**config.mk**
```make
export PLATFORM = sky130hd
export DESIGN_NAME = seq_divider_flat
export DESIGN_NICKNAME = d
export VERILOG_FILES = /design/src/rtl/seq_divider_if.sv /design/src/rtl/seq_divider.sv /design/src/flat_wrapper.sv
export SDC_FILE = /design/constraint.sdc
export NUM_CORES = 1
export LEC_CHECK = 0
export CORE_ASPECT_RATIO = 1.25
export CORE_MARGIN = 4
export CORE_UTILIZATION = 42
export CTS_BUF_LIST = sky130_fd_sc_hd__clkbuf_4 sky130_fd_sc_hd__clkbuf_8 sky130_fd_sc_hd__clkbuf_16
export CTS_CLUSTER_SIZE = 8
export DETAILED_ROUTE_END_ITERATION = 7
export PLACE_DENSITY = 0.67
export SYNTH_ARGS = -nofsm -noshare
export SYNTH_HDL_FRONTEND = slang
export SYNTH_SLANG_ARGS = --single-unit
export TNS_END_PERCENT = 50
```
**constraint.sdc**
```tcl
create_clock -name clock -period 4.33 [get_ports clock]
set_clock_uncertainty 0.2 [all_clocks]
set_input_delay 0.433 -clock clock [delete_from_list [all_inputs] [get_ports clock]]
set_output_delay 0.433 -clock clock [all_outputs]
set_load 0.03 [all_outputs]
```
**src/rtl/seq_divider_if.sv**
```systemverilog
// Handshake and adder-side bus of the sequential divider.
// The slave side is the divider; the master side is the control unit plus the shared add/sub unit.
interface seq_divider_if #(
    parameter int WIDTH = 32
);
    logic             start;
    logic [WIDTH-1:0] dividend;
    logic [WIDTH-1:0] divisor;
    logic [WIDTH-1:0] add_x;
    logic [WIDTH-1:0] add_y;
    logic             add_sub;
    logic [WIDTH-1:0] add_s;
    logic             busy;
    logic             done;
    logic             div_zero;
    logic [WIDTH-1:0] hi;
    logic [WIDTH-1:0] lo;

    modport slave (
        input  start, dividend, divisor, add_s,
        output add_x, add_y, add_sub, busy, done, div_zero, hi, lo
    );

    modport master (
        output start, dividend, divisor, add_s,
        input  add_x, add_y, add_sub, busy, done, div_zero, hi, lo
    );
endinterface

```
**src/rtl/seq_divider.sv**
```systemverilog
// Signed non-restoring divider: one add/sub per clock on the shared external adder,
// quotient to lo, remainder to hi, with start/busy/done handshake.
module seq_divider #(
    parameter int WIDTH = 32,
    parameter int ITER  = 32
) (
    input  logic           clock,
    input  logic           clear,
    seq_divider_if.slave   bus
);
    localparam int CW = $clog2(ITER);
    localparam logic [WIDTH-1:0] ZERO = {WIDTH{1'b0}};
    localparam logic [WIDTH-1:0] ONE  = {{(WIDTH-1){1'b0}}, 1'b1};

    typedef enum logic [2:0] {
        S_IDLE = 3'd0,
        S_ITER = 3'd1,
        S_CORR = 3'd2,
        S_FIX  = 3'd3,
        S_DONE = 3'd4
    } state_e;

    function automatic logic [WIDTH-1:0] negate_f(input logic [WIDTH-1:0] v);
        return ~v + ONE;
    endfunction

    // The most negative value maps to itself and is then read as unsigned.
    function automatic logic [WIDTH-1:0] abs_f(input logic [WIDTH-1:0] v);
        return v[WIDTH-1] ? negate_f(v) : v;
    endfunction

    state_e           state_q, state_d;
    logic             ae_q, ae_d;
    logic [WIDTH-1:0] a_q, a_d;
    logic [WIDTH-1:0] q_q, q_d;
    logic [WIDTH-1:0] d_q, d_d;
    logic [CW-1:0]    count_q, count_d;
    logic             qneg_q, qneg_d;
    logic             rneg_q, rneg_d;
    logic             busy_q, busy_d;
    logic             done_q, done_d;
    logic             div_zero_q, div_zero_d;
    logic [WIDTH-1:0] hi_q, hi_d;
    logic [WIDTH-1:0] lo_q, lo_d;

    logic [WIDTH-1:0] add_x_s;
    logic [WIDTH-1:0] add_y_s;
    logic             add_sub_s;
    logic [WIDTH-1:0] yy_s;
    logic             cout_s;
    logic             ae_new_s;

    // Adder operand drive, decoded purely from registered state.
    always_comb begin
        add_x_s   = ZERO;
        add_y_s   = ZERO;
        add_sub_s = 1'b0;
        case (state_q)
            S_ITER: begin
                add_x_s   = {a_q[WIDTH-2:0], q_q[WIDTH-1]};
                add_y_s   = d_q;
                add_sub_s = ~ae_q;
            end
            S_CORR: begin
                add_x_s   = a_q;
                add_y_s   = d_q;
                add_sub_s = 1'b0;
            end
            default: begin
                add_x_s   = ZERO;
                add_y_s   = ZERO;
                add_sub_s = 1'b0;
            end
        endcase
    end

    // Recover the 33rd bit of the partial remainder from the adder's top-bit carry.
    always_comb begin
        yy_s     = add_sub_s ? ~add_y_s : add_y_s;
        cout_s   = (add_x_s[WIDTH-1] & yy_s[WIDTH-1]) |
                   ((add_x_s[WIDTH-1] ^ yy_s[WIDTH-1]) & ~bus.add_s[WIDTH-1]);
        ae_new_s = a_q[WIDTH-1] ^ add_sub_s ^ cout_s;
    end

    // Next-state and datapath update.
    always_comb begin
        state_d    = state_q;
        ae_d       = ae_q;
        a_d        = a_q;
        q_d        = q_q;
        d_d        = d_q;
        count_d    = count_q;
        qneg_d     = qneg_q;
        rneg_d     = rneg_q;
        busy_d     = busy_q;
        done_d     = 1'b0;
        div_zero_d = div_zero_q;
        hi_d       = hi_q;
        lo_d       = lo_q;
        case (state_q)
            S_IDLE: begin
                if (bus.start && (bus.divisor == ZERO)) begin
                    lo_d       = {WIDTH{1'b1}};
                    hi_d       = bus.dividend;
                    div_zero_d = 1'b1;
                    done_d     = 1'b1;
                    busy_d     = 1'b0;
                    state_d    = S_DONE;
                end else if (bus.start) begin
                    ae_d       = 1'b0;
                    a_d        = ZERO;
                    q_d        = abs_f(bus.dividend);
                    d_d        = abs_f(bus.divisor);
                    count_d    = {CW{1'b0}};
                    qneg_d     = bus.dividend[WIDTH-1] ^ bus.divisor[WIDTH-1];
                    rneg_d     = bus.dividend[WIDTH-1];
                    div_zero_d = 1'b0;
                    busy_d     = 1'b1;
                    state_d    = S_ITER;
                end else begin
                    state_d    = S_IDLE;
                end
            end
            S_ITER: begin
                a_d     = bus.add_s;
                ae_d    = ae_new_s;
                q_d     = {q_q[WIDTH-2:0], ~ae_new_s};
                count_d = count_q + {{(CW-1){1'b0}}, 1'b1};
                if (count_q == CW'(ITER - 1)) begin
                    state_d = S_CORR;
                end else begin
                    state_d = S_ITER;
                end
            end
            S_CORR: begin
                if (ae_q) begin
                    a_d = bus.add_s;
                end else begin
                    a_d = a_q;
                end
                state_d = S_FIX;
            end
            S_FIX: begin
                lo_d    = qneg_q ? negate_f(q_q) : q_q;
                hi_d    = rneg_q ? negate_f(a_q) : a_q;
                busy_d  = 1'b0;
                done_d  = 1'b1;
                state_d = S_IDLE;
            end
            S_DONE: begin
                busy_d  = 1'b0;
                state_d = S_IDLE;
            end
            default: begin
                busy_d  = 1'b0;
                state_d = S_IDLE;
            end
        endcase
    end

    // State and datapath registers.
    always_ff @(posedge clock or negedge clear) begin
        if (!clear) begin
            state_q    <= S_IDLE;
            ae_q       <= 1'b0;
            a_q        <= ZERO;
            q_q        <= ZERO;
            d_q        <= ZERO;
            count_q    <= {CW{1'b0}};
            qneg_q     <= 1'b0;
            rneg_q     <= 1'b0;
            busy_q     <= 1'b0;
            done_q     <= 1'b0;
            div_zero_q <= 1'b0;
            hi_q       <= ZERO;
            lo_q       <= ZERO;
        end else begin
            state_q    <= state_d;
            ae_q       <= ae_d;
            a_q        <= a_d;
            q_q        <= q_d;
            d_q        <= d_d;
            count_q    <= count_d;
            qneg_q     <= qneg_d;
            rneg_q     <= rneg_d;
            busy_q     <= busy_d;
            done_q     <= done_d;
            div_zero_q <= div_zero_d;
            hi_q       <= hi_d;
            lo_q       <= lo_d;
        end
    end

    assign bus.add_x    = add_x_s;
    assign bus.add_y    = add_y_s;
    assign bus.add_sub  = add_sub_s;
    assign bus.busy     = busy_q;
    assign bus.done     = done_q;
    assign bus.div_zero = div_zero_q;
    assign bus.hi       = hi_q;
    assign bus.lo       = lo_q;
endmodule

```
**src/flat_wrapper.sv**
```systemverilog
// flat-port wrapper written by rule: the top's interface ports become plain ports
module seq_divider_flat 
#(
    parameter int WIDTH = 32,
    parameter int ITER  = 32
)
  (clock, clear, bus_start, bus_dividend, bus_divisor, bus_add_s, bus_add_x, bus_add_y, bus_add_sub, bus_busy, bus_done, bus_div_zero, bus_hi, bus_lo);
  seq_divider_if #(.WIDTH(WIDTH)) bus_i ();
  input  logic clock;
  input  logic clear;
  input wire logic [$bits(bus_i.start)-1:0] bus_start;
  input wire logic [$bits(bus_i.dividend)-1:0] bus_dividend;
  input wire logic [$bits(bus_i.divisor)-1:0] bus_divisor;
  input wire logic [$bits(bus_i.add_s)-1:0] bus_add_s;
  output wire logic [$bits(bus_i.add_x)-1:0] bus_add_x;
  output wire logic [$bits(bus_i.add_y)-1:0] bus_add_y;
  output wire logic [$bits(bus_i.add_sub)-1:0] bus_add_sub;
  output wire logic [$bits(bus_i.busy)-1:0] bus_busy;
  output wire logic [$bits(bus_i.done)-1:0] bus_done;
  output wire logic [$bits(bus_i.div_zero)-1:0] bus_div_zero;
  output wire logic [$bits(bus_i.hi)-1:0] bus_hi;
  output wire logic [$bits(bus_i.lo)-1:0] bus_lo;
  assign bus_i.start = bus_start;
  assign bus_i.dividend = bus_dividend;
  assign bus_i.divisor = bus_divisor;
  assign bus_i.add_s = bus_add_s;
  assign bus_add_x = bus_i.add_x;
  assign bus_add_y = bus_i.add_y;
  assign bus_add_sub = bus_i.add_sub;
  assign bus_busy = bus_i.busy;
  assign bus_done = bus_i.done;
  assign bus_div_zero = bus_i.div_zero;
  assign bus_hi = bus_i.hi;
  assign bus_lo = bus_i.lo;
  seq_divider #(.WIDTH(WIDTH), .ITER(ITER)) u_core (.clock(clock), .clear(clear), .bus(bus_i));
endmodule
```
==> impl_results.md, run 1 <==
* Post-synthesis net count at 1183
* Critical Path Source Type: flip-flop
* Outcome: finished, final reports clean
* Synth Instances at 1077
* Total power at 9.87 mW
* ANT nets after route at 0
* Clock-pin slew on the worst setup and hold paths at about 0.070 ns
* Worst reg2reg startpoint: u_core.state_q[0]
* Sink Count at 174
* Yosys cell types at 58
* # port buffers at between 200 and 250
* Minimum clock period at between 3 and 4 ns
* Crit-path cells: inv_1, nor3_2, buf_4, a22o_1, clkdlybuf4s50_1
* Site Rows at 63
* Clock root cell: clkbuf_16
* CP Data Required Time at roughly 3.7 ns
* Number of max-cap violations at 0
* CTS buffer count at 17
* Top delay family on crit path: buffers and inverters
* Wire length per cell at 18.3 µm
* Cell area after synthesis at 10100 µm²
* Die area at 26600 µm²
* Remaining DRCs at 0
* Max_slew headroom at 31.8%
* Max IR drop VDD at 0.000428 V
* Worst Hold Class: flip-flop to flip-flop
* Largest net degree at the start of global routing at between 100 and 150
* Main synth FF type: dfrtp_1
* Worst Hold Launch: u_core.d_q[2]
* Post-placement cell count at 1569
* Initial antenna violation count at 2
* Num ports at 231
* Ys async rst share at 100%
* Max Fanout on Critical Path at 27
* Initial Util at between 40 and 50%
* Commonest non-fill, non-tap cells in the layout: 229 x clkdlybuf4s50_1, 174 x dfrtp_1, 109 x o21ai_0
* All-Layer GR Usage at between 20 and 25%
* Final std cells w/o fill at 1603
* Routed WL at around 29000 µm
* Syn Area/Cell at 9.37 µm²
* Area contributors post-synth: dfrtp_1 43%, xor2_1 8.8%, o21ai_0 5.4%, a22o_1 5.1%, nand2_1 3.8%
* Layout cells sized above 1 at 7.68%
* WS Path Type: flip-flop to output port
* Most common cell after layout, fill and taps aside: clkdlybuf4s50_1
* DIE WIDTH at around 150 µm
* Vias at 8729
* Share of the synthesized area in the top cell type at 43.1%
* DP Wirelength at 21700 µm
* CP bufs+invs at 3
* Tightest hold margin at 0.272 ns
* Start point of the critical path: u_core.state_q[0]
* Peak Freq at 271 MHz
* Yosys reg bits at 174
* Crit-path max cell delay at 0.71 ns
* Arrival time worst endpoint at 3.06 ns
* GPL Wtd Cong at 0.878
* Yosys warning count at 0
* Power per cell area at 744 nW/µm²
* Worst path slowest cell: clkdlybuf4s50_1
* CTS Buffer Depth at 2
* Htree depth at 4
* Core area at 23700 µm²
* Setup violations, final at 0
* DRT iter0 DRCs at 681
* Slew Limit Fails at 0
* CTS tree: yes
* Synth area leader: dfrtp_1
* First-pass GRT wire length at between 40000 and 50000 µm
* Clk_lat worst skew at 0.43 ns
* Area Growth Syn to Fin at 31.5%
* Seq/Total Area, Yosys at between 40% and 50%
* Hold Vio Cnt, Final at 0
* GRT Residual Overflow at 0
* Worst slew pin tran at 1.02 ns
* Post-synth EDFFs at 0
* FILL cells at 2132
* Number of global-route vias before repair at 8575
* Period Utilization, post-route at 85.2%
* Gates resized, CTS repair at 0
* Final net count at 1370
* Leakage at 5.36 nW
* Vias per cell at 5.45
* Die Ht at 181 µm
* Setup_tns at 0 ns
* RSZ-0062 raised after global routing: no
* Drt pass-1 iters at 5
* CP Capture Type: output port
## routing by layer
layer	GRT usage (%)	share of wire, %
met1	27.9	43
met2	36.4	49
met3	5.07	5.5
met4	6.70	2.4
met5	0	0
## sequential cells by signal, summed over array words and instances (netlist names), 3 cells and up
name,flops
u_core.state_q,3
u_core.bus.lo,32
u_core.d_q,32
u_core.a_q,32
u_core.bus.hi,32
u_core.q_q,32
u_core.count_q,5
## path summary, 6_finish.rpt
path	end	slack (ns)	cells past startpoint
setup / recovery	bus_add_x[31]	0.64	5
min in group asynchronous	u_core.bus.lo[3]	0.49	2
hold reg to reg	u_core.d_q[2]	0.27	2
max in group asynchronous	u_core.d_q[23]	2.26	3
hold / removal	u_core.d_q[2]	0.27	2
setup reg to reg	u_core.q_q[0]	1.08	10
## worst reg2reg max path: cells and delay by family, from the launching register on
family	cells	cell delay (ns)
flops	1	0.46
mux	1	0.14
simple gates	2	0.79
fa+ha+maj	1	0.22
xor+xnor	1	0.19
buf+inv	2	0.59
compound gates	3	0.57
## cell families after synthesis
logic type / after synthesis / synth area share (%)
xor gates and xnor gates: 120 / 10.4
muxes: 13 / 1.30
and+or+nand+nor: 315 / 15.9
buffers and inverters: 96 / 4.38
DFF: 174 / 43.1
AOI/OAI and AO/OA: 352 / 24.0
adders and majority gates: 7 / 0.868
## power by group
part | internal (mW) | switching (mW)
registers | 2.27 | 0.770
logic | 2.20 | 2.91
clock network | 1.05 | 0.667
total | 5.52 | 4.35
## layout make-up
class | count | area [µm²] | share of cell area (%)
repair buffers | 250 | 2480 | 18.7
multi-input cells | 807 | 5320 | 40.1
clock buffers | 19 | 447 | 3.37
well taps | 325 | 407 | 3.06
inverters | 14 | 52.6 | 0.396
clock inverters | 12 | 209 | 1.57
diodes | 2 | 5.00 | 0.0377
flip-flops and latches | 174 | 4350 | 32.8
## Yosys cell counts (all sizes together) (18+ instances only)
cell type  number
dfrtp         174
o21ai         111
nand2         103
xor2          101
nor2           74
a22o           62
a21oi          57
clkbuf         57
nor2b          37
o31ai          34
o41ai          29
or4            28
buf            25
a22oi          22
xnor2          19
or3            18
## stage by stage
step                worst slack, ns  utilization, %  area (µm²)
floorplan                      1.38               -       10100
global placement              0.695            53.1       12600
detailed placement            0.609            53.1       12600
CTS                           0.608            55.9       13300
global route                  0.458            55.9       13300
finish                        0.640            55.9       13300
## repair_timing
action,in CTS,in global routing
setup buffers,0,0
endpoints found under the hold margin,89,0
setup endpoints to repair,0,0
hold buffers,1,0
Note: power is estimated with default switching activity, not from simulation.
==> run 2, diff against run 1 <==
--- a/config.mk
+++ b/config.mk
@@ -5,13 +5,15 @@
 export SDC_FILE = /design/constraint.sdc
 export NUM_CORES = 1
 export LEC_CHECK = 0
+export CELL_PAD_IN_SITES_DETAIL_PLACEMENT = 2
+export CELL_PAD_IN_SITES_GLOBAL_PLACEMENT = 2
 export CORE_ASPECT_RATIO = 1.25
 export CORE_MARGIN = 4
-export CORE_UTILIZATION = 42
-export CTS_BUF_LIST = sky130_fd_sc_hd__clkbuf_4 sky130_fd_sc_hd__clkbuf_8 sky130_fd_sc_hd__clkbuf_16
+export CORE_UTILIZATION = 34
+export CTS_BUF_LIST = sky130_fd_sc_hd__clkbuf_4 sky130_fd_sc_hd__clkbuf_8
 export CTS_CLUSTER_SIZE = 8
 export DETAILED_ROUTE_END_ITERATION = 7
-export PLACE_DENSITY = 0.67
+export PLACE_DENSITY = 0.86
 export SYNTH_ARGS = -nofsm -noshare
 export SYNTH_HDL_FRONTEND = slang
 export SYNTH_SLANG_ARGS = --single-unit
==> impl_results.md, run 2 (same netlist as run 1, synthesis figures left out) <==
* Outcome: finished, final reports clean
* Worst Hold Class: flip-flop to flip-flop
* CP Data Required Time at 3.70 ns
* Number of max-cap violations at 0
* Worst reg2reg startpoint: u_core.state_q[0]
* Pre-CTS setup slack at between 0.4 and 0.5 ns
* Start point of the critical path: u_core.state_q[0]
* GPL Wtd Cong at 0.899
* Worst slew pin tran at 0.976 ns
* Slew Limit Fails at 0
* Post-placement cell count at 1642
* Most common cell after layout, fill and taps aside: clkdlybuf4s50_1
* CP Capture Type: output port
* Drt pass-1 iters at 4
* Critical Path Source Type: flip-flop
* Commonest non-fill, non-tap cells in the layout: 229 x clkdlybuf4s50_1, 174 x dfrtp_1, 109 x o21ai_0
* # port buffers at 230
* RSZ-0062 raised after global routing: no
* Power per cell area at 741 nW/µm²
* Hold Vio Cnt, Final at 0
* Num ports at 231
* Max Fanout on Critical Path at 30
* Routed WL at 37800 µm
* Site Rows at 70
* Setup violations, final at 0
* All-Layer GR Usage at between 20% and 30%
* GRT Residual Overflow at 0
* Layout cells sized above 1 at 7.90%
* Clock root cell: clkbuf_8
* Final net count at 1372
* Reg-to-reg endpoint: u_core.q_q[0]
* Vias per cell at roughly 5.5
* First-pass GRT wire length at ~61000 µm
* Wire length per cell at 22.6 µm
* Area Growth Syn to Fin at 30.1%
* Setup_tns at 0 ns
* Vias at a little over 9000
* ANT nets after route at 0
* Max IR drop VDD at about 0.00039 V
* R2R depth at 10
* Leakage at 5.25 nW
* Final WS setup at 0.773 ns
* Tightest hold margin at around 0.28 ns
* Minimum clock period at 3.56 ns
* DP Wirelength at between 20000 and 30000 µm
* Max_slew headroom at about a third
* Final Instance Area at ~13000 µm²
* Sink Count at 174
* CTS buffer count at 17
* Initial Util at 34.5%
* Clock-pin slew on the worst setup and hold paths at 0.09 ns
* FILL cells at 3125
* WS Path Type: flip-flop to output port
* Period Utilization, post-route at approximately 82%
* Die Ht at 201 µm
* Core area at 29300 µm²
* CTS tree: yes
* Number of global-route vias before repair at ~10000
* Remaining DRCs at 0
* Final std cells w/o fill at 1676
* Arrival time worst endpoint at 2.92 ns
* Clk_lat worst skew at 0.49 ns
* Reg-to-reg slack, setup at about 1.2 ns
* Placed Area at 12700 µm²
* DIE WIDTH at 162 µm
* Largest net degree at the start of global routing at 80
* Htree depth at 4
* Gates resized, CTS repair at 0
* Worst Setup EP: bus_add_x[31]
* CTS Buffer Depth at 2
* Peak Freq at 281 MHz
* Die area at approximately 33000 µm²
* DRT iter0 DRCs at 552
* Initial antenna violation count at 1
run 2: area by class of cell:
| type | instances | area [µm²] | area share, % |
|---|---|---|---|
| antenna | 1 | 2.50 | 0.0191 |
| clock buffer | 21 | 283 | 2.15 |
| clock inverter | 11 | 156 | 1.19 |
| inverter | 14 | 52.6 | 0.400 |
| multi-input combinational | 807 | 5320 | 40.5 |
| sequential | 174 | 4350 | 33.2 |
| tap | 396 | 495 | 3.77 |
| timing repair buffer | 252 | 2470 | 18.8 |
run 2: critical path, stage by stage (launching register included):
cell and delay (ns):
dfrtp_1 0.48, inv_1 0.17, nor3_2 0.38, buf_4 0.42, a22o_1 0.25, clkdlybuf4s50_1 0.73
run 2: per-stage QoR:
stage          power, mW  utilization (%)
2_1_floorplan       6.17                -
3_3_place_gp        8.21             43.3
3_5_place_dp        8.45             43.3
4_1_cts             9.83             44.9
5_1_grt             10.4             44.9
6_report            9.72             44.9
run 2: how the worst min path moves through the flow:
| stage | startpoint | endpoint | slack, ns | depth (start not counted) |
|---|---|---|---|---|
| 6_report | u_core.d_q[10] | u_core.d_q[10] | 0.28 | 2 |
| 3_5_place_dp | u_core.d_q[10] | u_core.d_q[10] | 0.27 | 2 |
| 2_1_floorplan | clear | u_core.a_q[0] | -0.06 | 0 |
| 4_1_cts | u_core.d_q[10] | u_core.d_q[10] | 0.29 | 2 |
| 5_1_grt | u_core.d_q[10] | u_core.d_q[10] | 0.32 | 2 |
| 3_3_place_gp | u_core.d_q[10] | u_core.d_q[10] | 0.26 | 2 |
run 2: power by group:
group / internal, mW / switching (mW) / total (mW)
clock: 0.629 / 0.646 / 1.27
combinational: 2.20 / 3.15 / 5.35
sequential: 2.27 / 0.825 / 3.10
total: 5.10 / 4.62 / 9.72
run 2: routing by layer:
layer | part of all wire, % | track usage (%)
met2 | 50 | 39.6
met1 | 42 | 29.1
met4 | 3.8 | 9.73
met5 | 0 | 0
met3 | 3.7 | 3.96
run 2: timing repair:
action / CTS / global route
hold endpoints to repair: 76 / 0
buffers inserted: 0 / 0
setup endpoints to repair: 0 / 0
hold buffers: 1 / 0
